==> src/rtl/opll_temporal_mixer_p.sv <==
// Time-multiplexed OPLL slot mixer: walks the 18-slot schedule, accumulates melody and
// rhythm voices separately and publishes melody, rhythm and combined sums once per frame.
module opll_temporal_mixer_p #(
  parameter int unsigned VALUE_W = 9,
  parameter int unsigned MIX_W   = 14,
  parameter bit          SAT     = 1'b1
) (
  input  logic               clk,
  input  logic               reset,
  input  logic               clkena,
  input  logic [4:0]         slot,
  input  logic [1:0]         stage,
  input  logic               rhythm,
  input  logic [8:0]         chmask,
  input  logic [4:0]         rhymask,
  output logic [4:0]         maddr,
  input  logic               mdata_sign,
  input  logic [VALUE_W-1:0] mdata_value,
  output logic [MIX_W-1:0]   mix_mel,
  output logic [MIX_W-1:0]   mix_rhy,
  output logic [MIX_W-1:0]   mixout,
  output logic               mix_valid,
  output logic               clip
);

  localparam int unsigned PadW = MIX_W + 1 - VALUE_W;

  typedef enum logic [2:0] {VoiceBd, VoiceSd, VoiceTom, VoiceCym, VoiceHh} voice_e;

  logic [4:0]       r_maddr;
  logic             r_mute;
  logic             r_is_rhy;
  logic [MIX_W-1:0] r_acc_mel;
  logic [MIX_W-1:0] r_acc_rhy;
  logic             r_clip_acc;
  logic [MIX_W-1:0] r_mix_mel;
  logic [MIX_W-1:0] r_mix_rhy;
  logic [MIX_W-1:0] r_mixout;
  logic             r_valid;
  logic             r_clip;

  logic [4:0] w_dec_addr;
  logic       w_dec_act;
  logic       w_dec_rhy;
  logic       w_dec_mute;
  logic [3:0] w_dec_ch;
  voice_e     w_dec_voice;

  // Slot schedule decode: melody channel ch reads operator 2*ch+1.
  always_comb begin
    w_dec_act   = 1'b0;
    w_dec_rhy   = 1'b0;
    w_dec_ch    = '0;
    w_dec_voice = VoiceBd;
    case (slot)
      5'd0, 5'd1, 5'd2: begin w_dec_act = 1'b1; w_dec_ch = 4'(slot); end
      5'd6, 5'd7, 5'd8: begin w_dec_act = 1'b1; w_dec_ch = 4'(slot - 5'd3); end
      5'd3:  begin w_dec_act = rhythm; w_dec_rhy = rhythm; w_dec_voice = VoiceSd;  end
      5'd4:  begin w_dec_act = rhythm; w_dec_rhy = rhythm; w_dec_voice = VoiceCym; end
      5'd9:  begin w_dec_act = rhythm; w_dec_rhy = rhythm; w_dec_voice = VoiceHh;  end
      5'd10: begin w_dec_act = rhythm; w_dec_rhy = rhythm; w_dec_voice = VoiceTom; end
      5'd11: begin w_dec_act = rhythm; w_dec_rhy = rhythm; w_dec_voice = VoiceBd;  end
      5'd12: begin w_dec_act = 1'b1; w_dec_rhy = rhythm; w_dec_voice = VoiceSd;
                   w_dec_ch = 4'd6; end
      5'd13: begin w_dec_act = 1'b1; w_dec_rhy = rhythm; w_dec_voice = VoiceCym;
                   w_dec_ch = 4'd7; end
      5'd14: begin w_dec_act = 1'b1; w_dec_rhy = rhythm; w_dec_voice = VoiceHh;
                   w_dec_ch = 4'd8; end
      5'd15: begin w_dec_act = rhythm; w_dec_rhy = rhythm; w_dec_voice = VoiceTom; end
      5'd16: begin w_dec_act = rhythm; w_dec_rhy = rhythm; w_dec_voice = VoiceBd;  end
      default: w_dec_act = 1'b0;
    endcase
    if (w_dec_rhy) begin
      case (w_dec_voice)
        VoiceBd:  w_dec_addr = 5'd13;
        VoiceSd:  w_dec_addr = 5'd15;
        VoiceTom: w_dec_addr = 5'd16;
        VoiceCym: w_dec_addr = 5'd17;
        default:  w_dec_addr = 5'd14;
      endcase
    end else begin
      w_dec_addr = {w_dec_ch, 1'b1};
    end
    w_dec_mute = !w_dec_act || (w_dec_rhy ? rhymask[w_dec_voice] : chmask[w_dec_ch]);
  end

  function automatic logic ovf(input logic [MIX_W:0] s);
    return s[MIX_W] ^ s[MIX_W-1];
  endfunction

  function automatic logic [MIX_W-1:0] fit(input logic [MIX_W:0] s);
    if (SAT && ovf(s)) begin
      return s[MIX_W] ? {1'b1, {(MIX_W-1){1'b0}}} : {1'b0, {(MIX_W-1){1'b1}}};
    end
    return s[MIX_W-1:0];
  endfunction

  logic [MIX_W:0] w_addend;
  logic [MIX_W:0] w_acc_ext;
  logic [MIX_W:0] w_sum;
  logic [MIX_W:0] w_tot;

  assign w_addend  = {{PadW{1'b0}}, mdata_value};
  assign w_acc_ext = r_is_rhy ? {r_acc_rhy[MIX_W-1], r_acc_rhy}
                              : {r_acc_mel[MIX_W-1], r_acc_mel};
  assign w_sum     = mdata_sign ? (w_acc_ext - w_addend) : (w_acc_ext + w_addend);
  assign w_tot     = {r_acc_mel[MIX_W-1], r_acc_mel} + {r_acc_rhy[MIX_W-1], r_acc_rhy};

  always_ff @(posedge clk or posedge reset) begin
    if (reset) begin
      r_maddr    <= '0;
      r_mute     <= 1'b1;
      r_is_rhy   <= 1'b0;
      r_acc_mel  <= '0;
      r_acc_rhy  <= '0;
      r_clip_acc <= 1'b0;
      r_mix_mel  <= '0;
      r_mix_rhy  <= '0;
      r_mixout   <= '0;
      r_valid    <= 1'b0;
      r_clip     <= 1'b0;
    end else begin
      // The strobe lasts one clk even when clkena is low.
      r_valid <= 1'b0;
      if (clkena) begin
        if (stage == 2'd0) begin
          r_mute   <= w_dec_mute;
          r_is_rhy <= w_dec_rhy;
          if (!w_dec_mute) r_maddr <= w_dec_addr;
        end
        if (stage == 2'd2) begin
          if (slot == 5'd17) begin
            r_mix_mel  <= r_acc_mel;
            r_mix_rhy  <= r_acc_rhy;
            r_mixout   <= fit(w_tot);
            r_clip     <= r_clip_acc | ovf(w_tot);
            r_valid    <= 1'b1;
            r_acc_mel  <= '0;
            r_acc_rhy  <= '0;
            r_clip_acc <= 1'b0;
          end else if (!r_mute) begin
            if (r_is_rhy) r_acc_rhy <= fit(w_sum);
            else          r_acc_mel <= fit(w_sum);
            if (ovf(w_sum)) r_clip_acc <= 1'b1;
          end
        end
      end
    end
  end

  assign maddr     = r_maddr;
  assign mix_mel   = r_mix_mel;
  assign mix_rhy   = r_mix_rhy;
  assign mixout    = r_mixout;
  assign mix_valid = r_valid;
  assign clip      = r_clip;

endmodule

==> config.mk <==
export PLATFORM = sky130hd
export DESIGN_NAME = opll_temporal_mixer_p
export DESIGN_NICKNAME = d
export VERILOG_FILES = /design/src/rtl/opll_temporal_mixer_p.sv
export SDC_FILE = /design/constraint.sdc
export NUM_CORES = 1
export LEC_CHECK = 0
export BUFFER_PORTS_ARGS = -buffer_cell sky130_fd_sc_hd__clkbuf_2
export CAP_MARGIN = 0
export CORE_MARGIN = 3
export CORE_UTILIZATION = 50
export CTS_BUF_LIST = sky130_fd_sc_hd__clkbuf_16
export CTS_CLUSTER_DIAMETER = 30
export DETAILED_ROUTE_END_ITERATION = 8
export PLACE_DENSITY = 0.72
export SLEW_MARGIN = 5
export SYNTH_ARGS = -nofsm -noshare
export SYNTH_HDL_FRONTEND = slang
export SYNTH_SLANG_ARGS = --single-unit
==> constraint.sdc <==
create_clock -name clk -period 4.5 [get_ports clk]
set_input_delay 0.675 -clock clk [delete_from_list [all_inputs] [get_ports clk]]
set_output_delay 0.675 -clock clk [all_outputs]
set_load 0.02 [all_outputs]
==> Word-level counts from Yosys, hierarchy flattened <==
Cells that the tools add are included.
{ "word_totals": {"ff_bits": 80, "input_bits": 35, "output_inout_bits": 49, "word_cells": 112} }
{ "op_classes": {"n_addsub": 4, "n_lt_le_gt_ge": 2, "n_eq_ne": 22, "n_mux": 47, "bitwise_logic": 4, "n_reduce_logical": 22} }
{ "op_table": {"columns": ["op", "n"], "rows": [
  ["$mux W14", 13],
  ["$eq A5 B4 Y1 const B", 8],
  ["$mux W15", 2],
  ["$mux W1", 25],
  ["$pmux W4 S5", 1],
  ["$pmux W5 S4", 1],
  ["$add A14 B14 Y15", 1],
  ["$add A15 B9 Y15", 1],
  ["$eq A5 B3 Y1 const B", 3],
  ["$sub A15 B9 Y15", 1],
  ["$pmux W3 S4", 1],
  ["$reduce_and A4 Y1", 3],
  ["$eq A5 B2 Y1 const B", 2],
  ["$eq A5 B5 Y1 const B", 2],
  ["$reduce_or A10 Y1", 1],
  ["$reduce_or A9 Y1", 1],
  ["$reduce_or A2 Y1", 4],
  ["$reduce_or A7 Y1", 1],
  ["$eq A3 B2 Y1 const B", 2],
  ["$reduce_and A3 Y1", 2],
  ["$reduce_or A3 Y1", 2],
  ["$eq A5 B1 Y1 const B", 1],
  ["$logic_not A5 Y1", 1],
  ["$lt A4 B5 Y1 const B", 1],
  ["other kinds (18)", 21]
]} }

==> Longest topological paths before layout <==
Gate-level depths: netlist of the first run.
{ "logic_depth": {"depth_word": 14, "depth_mapped": 16, "mapped_depth_nobuf": 15} }

==> Worst setup path after synthesis of the first run <==
No wires, ideal clock.
{ "synth_path": {"kind": "register -> register", "startpoint": "register r_is_rhy", "endpoint": "register r_acc_mel[5]", "setup_time_ps": 126, "t_arrival_ps": 3643, "t_required_ps": 4374, "slack_ps": 731, "stages_incl_launch_ff": 17, "n_path_buf": 3, "period_less_slack_ps": 3769, "path_cell_list": "dfrtp_1 clkbuf_1 clkbuf_1 mux2i_1 ha_1 inv_1 fa_1 a211oi_1 o21ai_0 a211o_1 nor4bb_1 o211a_1 nor3_2 nor2_1 buf_4 a21oi_1 o21ai_0"} }
{ "synth_via": {"elab_chain_len": 14, "elab_cells_between_ends": 19, "classes_between": "add/sub: 2; eq/ne: 1; mux: 14; bitwise: 1; reduce/logical: 1"} }
{ "synth_lines": {"columns": ["element", "line_no", "rtl"], "rows": [
  ["from (decl)", "32", "logic r_is_rhy;"],
  ["from (signal assigned)", "128", "r_is_rhy <= w_dec_rhy;"],
  ["$mux W15", "104", "assign w_acc_ext = r_is_rhy ? {r_acc_rhy[MIX_W-1], r_acc_rhy}"],
  ["$add A15 B9 Y15 / $sub A15 B9 Y15 (equally long branches)", "106", "assign w_sum = mdata_sign ? (w_acc_ext - w_addend) : (w_acc_ext + w_addend);"],
  ["$mux W15", "106", null],
  ["$xor A1 B1 Y1", "88", "return s[MIX_W] ^ s[MIX_W-1];"],
  ["$mux W1", "92", "if (SAT && ovf(s)) begin"],
  ["$mux W1", "142", "if (r_is_rhy) r_acc_rhy <= fit(w_sum);"],
  ["$mux W1", "141", "end else if (!r_mute) begin"],
  ["$mux W1", "132", "if (slot == 5'd17) begin"],
  ["$mux W1", "131", "if (stage == 2'd2) begin"],
  ["$mux W1", "125", "if (clkena) begin"],
  ["$mux W14", "95", "return s[MIX_W-1:0];"],
  ["$mux W14", "142", null],
  ["$mux W14", "141", null],
  ["$mux W14", "132", null],
  ["to (signal assigned)", "143", "else r_acc_mel <= fit(w_sum);"],
  ["to (decl)", "33", "logic [MIX_W-1:0] r_acc_mel;"]
]} }
Parallel ways exist; a longest one is shown, timed or not. The select of a mux whose other input is x is not followed.
A chain may end at the register's enable or synchronous reset.

==> Final worst setup path of the first run <==
{ "layout_path": {"startpoint": "input mdata_value[2]", "endpoint": "register r_acc_mel[6]"} }
{ "layout_via": {"elab_chain_len": 13, "elab_cells_between_ends": 16, "classes_between": "add/sub: 2; mux: 13; bitwise: 1"} }
{ "layout_lines": {"columns": ["element", "line_no", "rtl"], "rows": [
  ["from (decl)", "18", "input logic [VALUE_W-1:0] mdata_value,"],
  ["$add A15 B9 Y15 / $sub A15 B9 Y15 (equally long branches)", "106", null],
  ["$mux W15 *", "106", null],
  ["$xor A1 B1 Y1", "88", null],
  ["$mux W1", "92", null],
  ["$mux W1", "142", null],
  ["$mux W1", "141", null],
  ["$mux W1", "132", null],
  ["$mux W1", "131", null],
  ["$mux W1", "125", null],
  ["$mux W14 *", "95", null],
  ["$mux W14 *", "142", null],
  ["$mux W14 *", "141", null],
  ["$mux W14 *", "132", null]
]} }
Mark *: on every way between the ends. The rest lies on a longest branch, timed or not. The select of a mux whose other input is x is not followed.

==> reports/results.tsv, run 1 <==
metric	value	unit
rsz0062_at_grt	no	
num_vias	4551	
wl	12.5	mm
setup_tns	0	ns
fin_util	60.1	%
hold_viol	0	
cts.sinks	80	
clock_power_share	22.2	%
crit_chain	clkbuf_2 -> nor3_1 -> nand2b_1 -> nor3_1 -> a21oi_1 -> xnor2_1 -> ha_1 -> o21ai_0 -> nor2_1 -> a211o_1 -> nor4bb_1 -> nor3_1 -> nor3_2 -> nand2_1 -> nand2_1 -> o21ai_0	
grt_antenna_before_repair	0	
internal_power	2.03	mW
combPwrFrac	47.6	%
end_kind	flip-flop	
critPathMaxFanout	11	
setup_violations	0	
io_pins	84	
synth_commonest_cells	dfrtp_1 (79), nand2_1 (59), nor2_1 (57), a21oi_1 (41), o21ai_0 (41)	
crit_required	4.70	ns
start_kind	input pin	
p_leak	3.10	nW
yosysMostFrequentCell	dfrtp_1	
skew	0.00683	ns
postSynthCellCount	578	
portBuffers	83	
period_minus_slack	4.08	ns
gp_congestion	0.846	
ys_warn_count	0	
synth_edf_count	0	
critical_path_class	input pin to flip-flop	
drc	0	
grt.overflow.total	0	
maxCapViolCount	0	
path_clk_slew	0.06	ns
grt_pass1_vias	4252	
die_x	110	µm
tightest_slew	1.21	ns
powerDensity	550	nW/µm²
synth_nets	648	
ys_ff_latch	80	
drt_iter0_markers	338	
cts_buffers	9	
fin_ws	0.425	ns
critPathArrivalTime	4.27	ns
rows	37	
cts_tree	done	
yosys-top-cells-area	dfrtp_1 (37%), mux2_2 (8.4%), ha_1 (7.7%)	
synth_top_cell_by_area	dfrtp_1	
dp_slack	0.0205	ns
timing.hold.ws	0.504	ns
htreeDepth	3	
hp-class	flip-flop to flip-flop	
cts_hold_buf	0	
fin_crit_sh	90.6	%
synth_area	5360	µm²
fp.coreArea	10400	µm²
track_usage	21.3	%
synth.avg_cell_area	9.27	µm²
synthFlopType	dfrtp_1	
yosysUniqueCellTypes	68	
max_stage_delay	0.55	ns
outcome	finished clean	
root_buffer	clkbuf_16	
drive_above_1_share	24.9	%
final_max_slew_viol_count	0	
clkLatencyLatePin	0.34	ns
hpwl	9.66	mm
switchingPower	1.40	mW
ys_seq_area_share	37.4	%
crit_top_cell	nor3_1	
power	3.43	mW
slew_headroom	19.3	%
nFillCells	906	
syn2layout_area_growth	16.3	%
antenna_cells	0	
fp.dieH	110	µm
synthArstFlopShare	100	%
viasPerCell	5.67	
layout.nets	731	
pwr-share-seq	30.2	%
p_sw_share	40.7	%
grt_max_degree	49	
antenna_left	0	
post_cts_buffers	0	
wl_per_cell	15.5	µm
max_freq	0.245	GHz
dieArea	12000	µm²
synth_top_area_share	36.9	%
clockBufferDepth	2	
start_util	51.7	%
grt_pass1_wl	20.2	mm
critPathSlowestCell	nor4bb_1	
peakVddDrop	0.268	mV
cts_resized	0	
dr.pass1.iters	5	
==> metal layers <==
metal  vias up  wire, µm  global-route usage [%]
li1       2244         -                       -
met1      2165      6090                    30.8
met2       120      5530                    32.7
met3        22       617                    3.29
met4         0       223                    7.12
met5         -         0                       0
==> final timing paths <==
kind / from / endpoint / slack (ns) / cells past startpoint
worst max-delay path: mdata_value[2] / r_acc_mel[6]$_DFFE_PP0P_ / 0.42 / 16
worst min-delay path: mix_mel[11]$_DFFE_PP0P_ / mix_mel[11]$_DFFE_PP0P_ / 0.50 / 1
worst max register to register: r_is_rhy$_DFFE_PP0P_ / r_acc_mel[6]$_DFFE_PP0P_ / 0.50 / 13
worst min register to register: mix_mel[11]$_DFFE_PP0P_ / mix_mel[11]$_DFFE_PP0P_ / 0.50 / 1
max in group asynchronous: reset / r_acc_rhy[12]$_DFFE_PP0P_ / 2.97 / 3
min in group asynchronous: reset / mixout[13]$_DFFE_PP0P_ / 0.56 / 2
==> layout by cell type, fill, tap and decap left out, types with 9 or more instances in the layout <==
cell type | Yosys | layout
clkbuf_16 | 0 | 9
nor2_1 | 57 | 55
nor3_1 | 17 | 17
nand2_1 | 59 | 59
xnor2_1 | 21 | 21
mux2_2 | 40 | 40
mux2i_1 | 14 | 14
inv_1 | 25 | 24
o21ai_0 | 41 | 41
a21oi_1 | 41 | 41
clkbuf_2 | 0 | 83
dfrtp_1 | 79 | 79
ha_1 | 33 | 33
==> power by group through the flow <==
stage | combinational, mW | sequential (mW) | clock, mW
2_1_floorplan | 1.20 | 1.04 | 0
3_3_place_gp | 1.56 | 1.04 | 0
3_5_place_dp | 1.60 | 1.04 | 0
4_1_cts | 1.61 | 1.03 | 0.773
5_1_grt | 1.83 | 1.05 | 0.799
6_report | 1.63 | 1.03 | 0.762
==> per-stage QoR <==
step	cell area (µm²)	cells
after floorplan	5360	578
after global placement	5920	786
after detailed placement	5920	786
after CTS	6230	802
after global routing	6230	802
final	6230	802
==> cell type report <==
type | count | area [µm²] | area share, %
Clock buffer | 9 | 225 | 3.62
Clock inverter | 7 | 85.1 | 1.37
Inverter | 25 | 93.8 | 1.51
Multi-Input combinational cell | 455 | 3180 | 51.1
Sequential cell | 80 | 2000 | 32.2
Tap cell | 136 | 170 | 2.73
Timing Repair Buffer | 90 | 468 | 7.51
==> registers in the layout (all words and copies together), names as in the netlist, 5 cells and up <==
register / count
mix_rhy: 14
r_acc_mel: 14
mix_mel: 14
maddr: 5
mixout: 14
r_acc_rhy: 14
==> logic make-up after synthesis <==
family	count (synthesis)	synth area share, %
compound gates	142	17.3
xor+xnor	26	4.25
fa+ha+maj	35	8.46
buf+inv	43	3.36
flops	80	37.4
mux	57	11.9
simple gates	195	17.4
==> worst max-delay path, delay by kind of cell <==
family,cells,cell delay [ns]
fa+ha+maj,1,0.32
simple gates,9,2.44
buf+inv,1,0.12
xor+xnor,1,0.15
compound gates,4,0.56
Note: power is estimated with default switching activity, not from simulation.
==> run 2, diff against run 1 <==
--- a/config.mk
+++ b/config.mk
@@ -5,14 +5,13 @@
 export SDC_FILE = /design/constraint.sdc
 export NUM_CORES = 1
 export LEC_CHECK = 0
-export BUFFER_PORTS_ARGS = -buffer_cell sky130_fd_sc_hd__clkbuf_2
+export BUFFER_PORTS_ARGS = -buffer_cell sky130_fd_sc_hd__buf_2
 export CAP_MARGIN = 0
 export CORE_MARGIN = 3
-export CORE_UTILIZATION = 50
+export CORE_UTILIZATION = 25
 export CTS_BUF_LIST = sky130_fd_sc_hd__clkbuf_16
 export CTS_CLUSTER_DIAMETER = 30
 export DETAILED_ROUTE_END_ITERATION = 8
-export PLACE_DENSITY = 0.72
 export SLEW_MARGIN = 5
 export SYNTH_ARGS = -nofsm -noshare
 export SYNTH_HDL_FRONTEND = slang
==> reports/results.tsv, run 2 (synthesis gave the netlist of run 1 again) <==
metric	value	unit	change
skew	0.00963	ns	+0.00280 ns
layout.nets	732		+0.14%
p_sw_share	42.2	%	+1.5 points
setup_violations	0		unchanged
period_minus_slack	3.96	ns	-0.113 ns
crit_required	4.76	ns	+0.06 ns
critPathMaxFanout	12		+1
grt_pass1_wl	22.8	mm	+13%
clock_power_share	22.2	%	about the same
finalNonFillerCells	937		+17%
outcome	finished clean		
fin_util	31.0	%	-29 points
path_clk_slew	0.06	ns	about the same
grt.overflow.total	0		unchanged
critical_path_class	input pin to flip-flop		
tightest_slew	1.13	ns	-0.0804 ns
antenna_left	0		unchanged
syn2layout_area_growth	19.5	%	
post_cts_buffers	0		unchanged
drt_iter0_markers	283		-16%
grt_pass1_vias	4328		+1.8%
max_freq	0.252	GHz	+2.8%
gp_congestion	0.811		-4.2%
htreeDepth	3		unchanged
drc	0		unchanged
final_max_slew_viol_count	0		unchanged
wl	13.8	mm	+11%
peakVddDrop	0.204	mV	-24%
cts.sinks	80		unchanged
antenna_cells	0		unchanged
viasPerCell	4.78		-16%
layout_common_cells	buf_2 (83), dfrtp_1 (79), nand2_1 (59), nor2_1 (56)		
cts_buffers	9		unchanged
clockBufferDepth	2		unchanged
root_buffer	clkbuf_16		
power	3.45	mW	+0.60%
switchingPower	1.46	mW	+4.2%
fp.dieH	152	µm	+39%
ff2ff_setup_slack	0.57	ns	+0.07 ns
use_met3	1.48	%	-1.8 points
dieArea	23200	µm²	+94%
dr.pass1.iters	4		-1
p_leak	3.13	nW	+0.90%
dp_cells	921		+17%
r2r-start	r_is_rhy$_DFFE_PP0P_		
hpwl	10.7	mm	+11%
pwr-share-seq	30.2	%	about the same
timing.rr.end	r_acc_mel[11]$_DFFE_PP0P_		
fin_crit_sh	88.1	%	-2.5 points
critPathArrivalTime	4.22	ns	-0.05 ns
cts_hold_buf	0		unchanged
use_met2	18.1	%	-15 points
setup_tns	0	ns	unchanged
met1_usage	17.4	%	-13 points
io_pins	84		unchanged
combPwrFrac	47.6	%	about the same
busiest_layer	met2		
rr_worst_depth	13		unchanged
hold_viol	0		unchanged
fin_ws	0.537	ns	+0.113 ns
fp.coreArea	20600	µm²	+99%
rows	52		+41%
maxCapViolCount	0		unchanged
powerDensity	539	nW/µm²	-2.1%
start_util	26.0	%	-26 points
grt_max_degree	52		+6.1%
internal_power	1.99	mW	-1.9%
track_usage	11.8	%	-9.5 points
end_kind	flip-flop		
slew_headroom	24.6	%	+5.4 points
hp-class	input pin to asynchronous set/reset pin		
wl_per_cell	14.8	µm	-4.9%
portBuffers	83		unchanged
clkLatencyLatePin	0.35	ns	about the same
dp_slack	0.203	ns	+0.182 ns
grt_antenna_before_repair	0		unchanged
final_common_cell	buf_2		
cts_tree	done		
rsz0062_at_grt	no		
start_kind	input pin		
cts_resized	0		unchanged
die_x	152	µm	+39%
drive_above_1_share	25.3	%	+0.41 points
num_vias	4479		-1.6%
run 2: worst max-delay path, stage by stage:
cell and delay [ns]:
buf_2 0.13, nor3_1 0.25, nand2b_1 0.11, nor3_1 0.21, a21oi_1 0.12, xnor2_1 0.15, ha_1 0.33, o21ai_0 0.09
nor2_1 0.16, a211o_1 0.13, nor4bb_1 0.54, o211a_1 0.26, nor3_2 0.07, nor2_1 0.61, nor2_1 0.17, o21ai_0 0.19
run 2: cell type report:
cell class              count  area (µm²)
multi-input cells         455        3180
clock buffers               9         225
fillers                  2138       14200
well taps                 270         338
flip-flops and latches     80        2000
clock inverters             7        85.1
inverters                  25        95.1
repair buffers             91         475
run 2: worst max path at each step:
stage / startpoint / end / slack (ns) / cells past startpoint
CTS: r_is_rhy$_DFFE_PP0P_ / r_acc_rhy[11]$_DFFE_PP0P_ / 0.57 / 13
global placement: mdata_value[4] / r_acc_mel[2]$_DFFE_PP0P_ / 0.29 / 16
global route: mdata_value[5] / r_acc_rhy[11]$_DFFE_PP0P_ / 0.22 / 13
floorplan: r_is_rhy$_DFFE_PP0P_ / r_acc_mel[5]$_DFFE_PP0P_ / 0.73 / 16
detailed placement: mdata_value[2] / r_acc_rhy[11]$_DFFE_PP0P_ / 0.20 / 16
finish: mdata_value[2] / r_acc_mel[11]$_DFFE_PP0P_ / 0.54 / 16
run 2: power groups by stage:
stage                     Clock [mW]  Sequential (mW)  Combinational (mW)
after floorplan                    0             1.04                1.20
after global placement             0             1.05                1.62
after detailed placement           0             1.05                1.62
after CTS                      0.786             1.04                1.64
after global routing           0.813             1.06                1.85
final                          0.767             1.04                1.64
run 2: layer usage:
metal  part of all wire, %  wire length [µm]
met1                    50              6980
met2                    45              6210
met3                   3.4               470
met4                   1.3               184
met5                     0                 0
run 2: stage by stage:
stage | instance area, µm² | hold WS, ns
finish | 6400 | 0.466
global placement | 6090 | 0.475
global route | 6400 | 0.521
CTS | 6400 | 0.499
detailed placement | 6090 | 0.492
floorplan | 5360 | 0.481
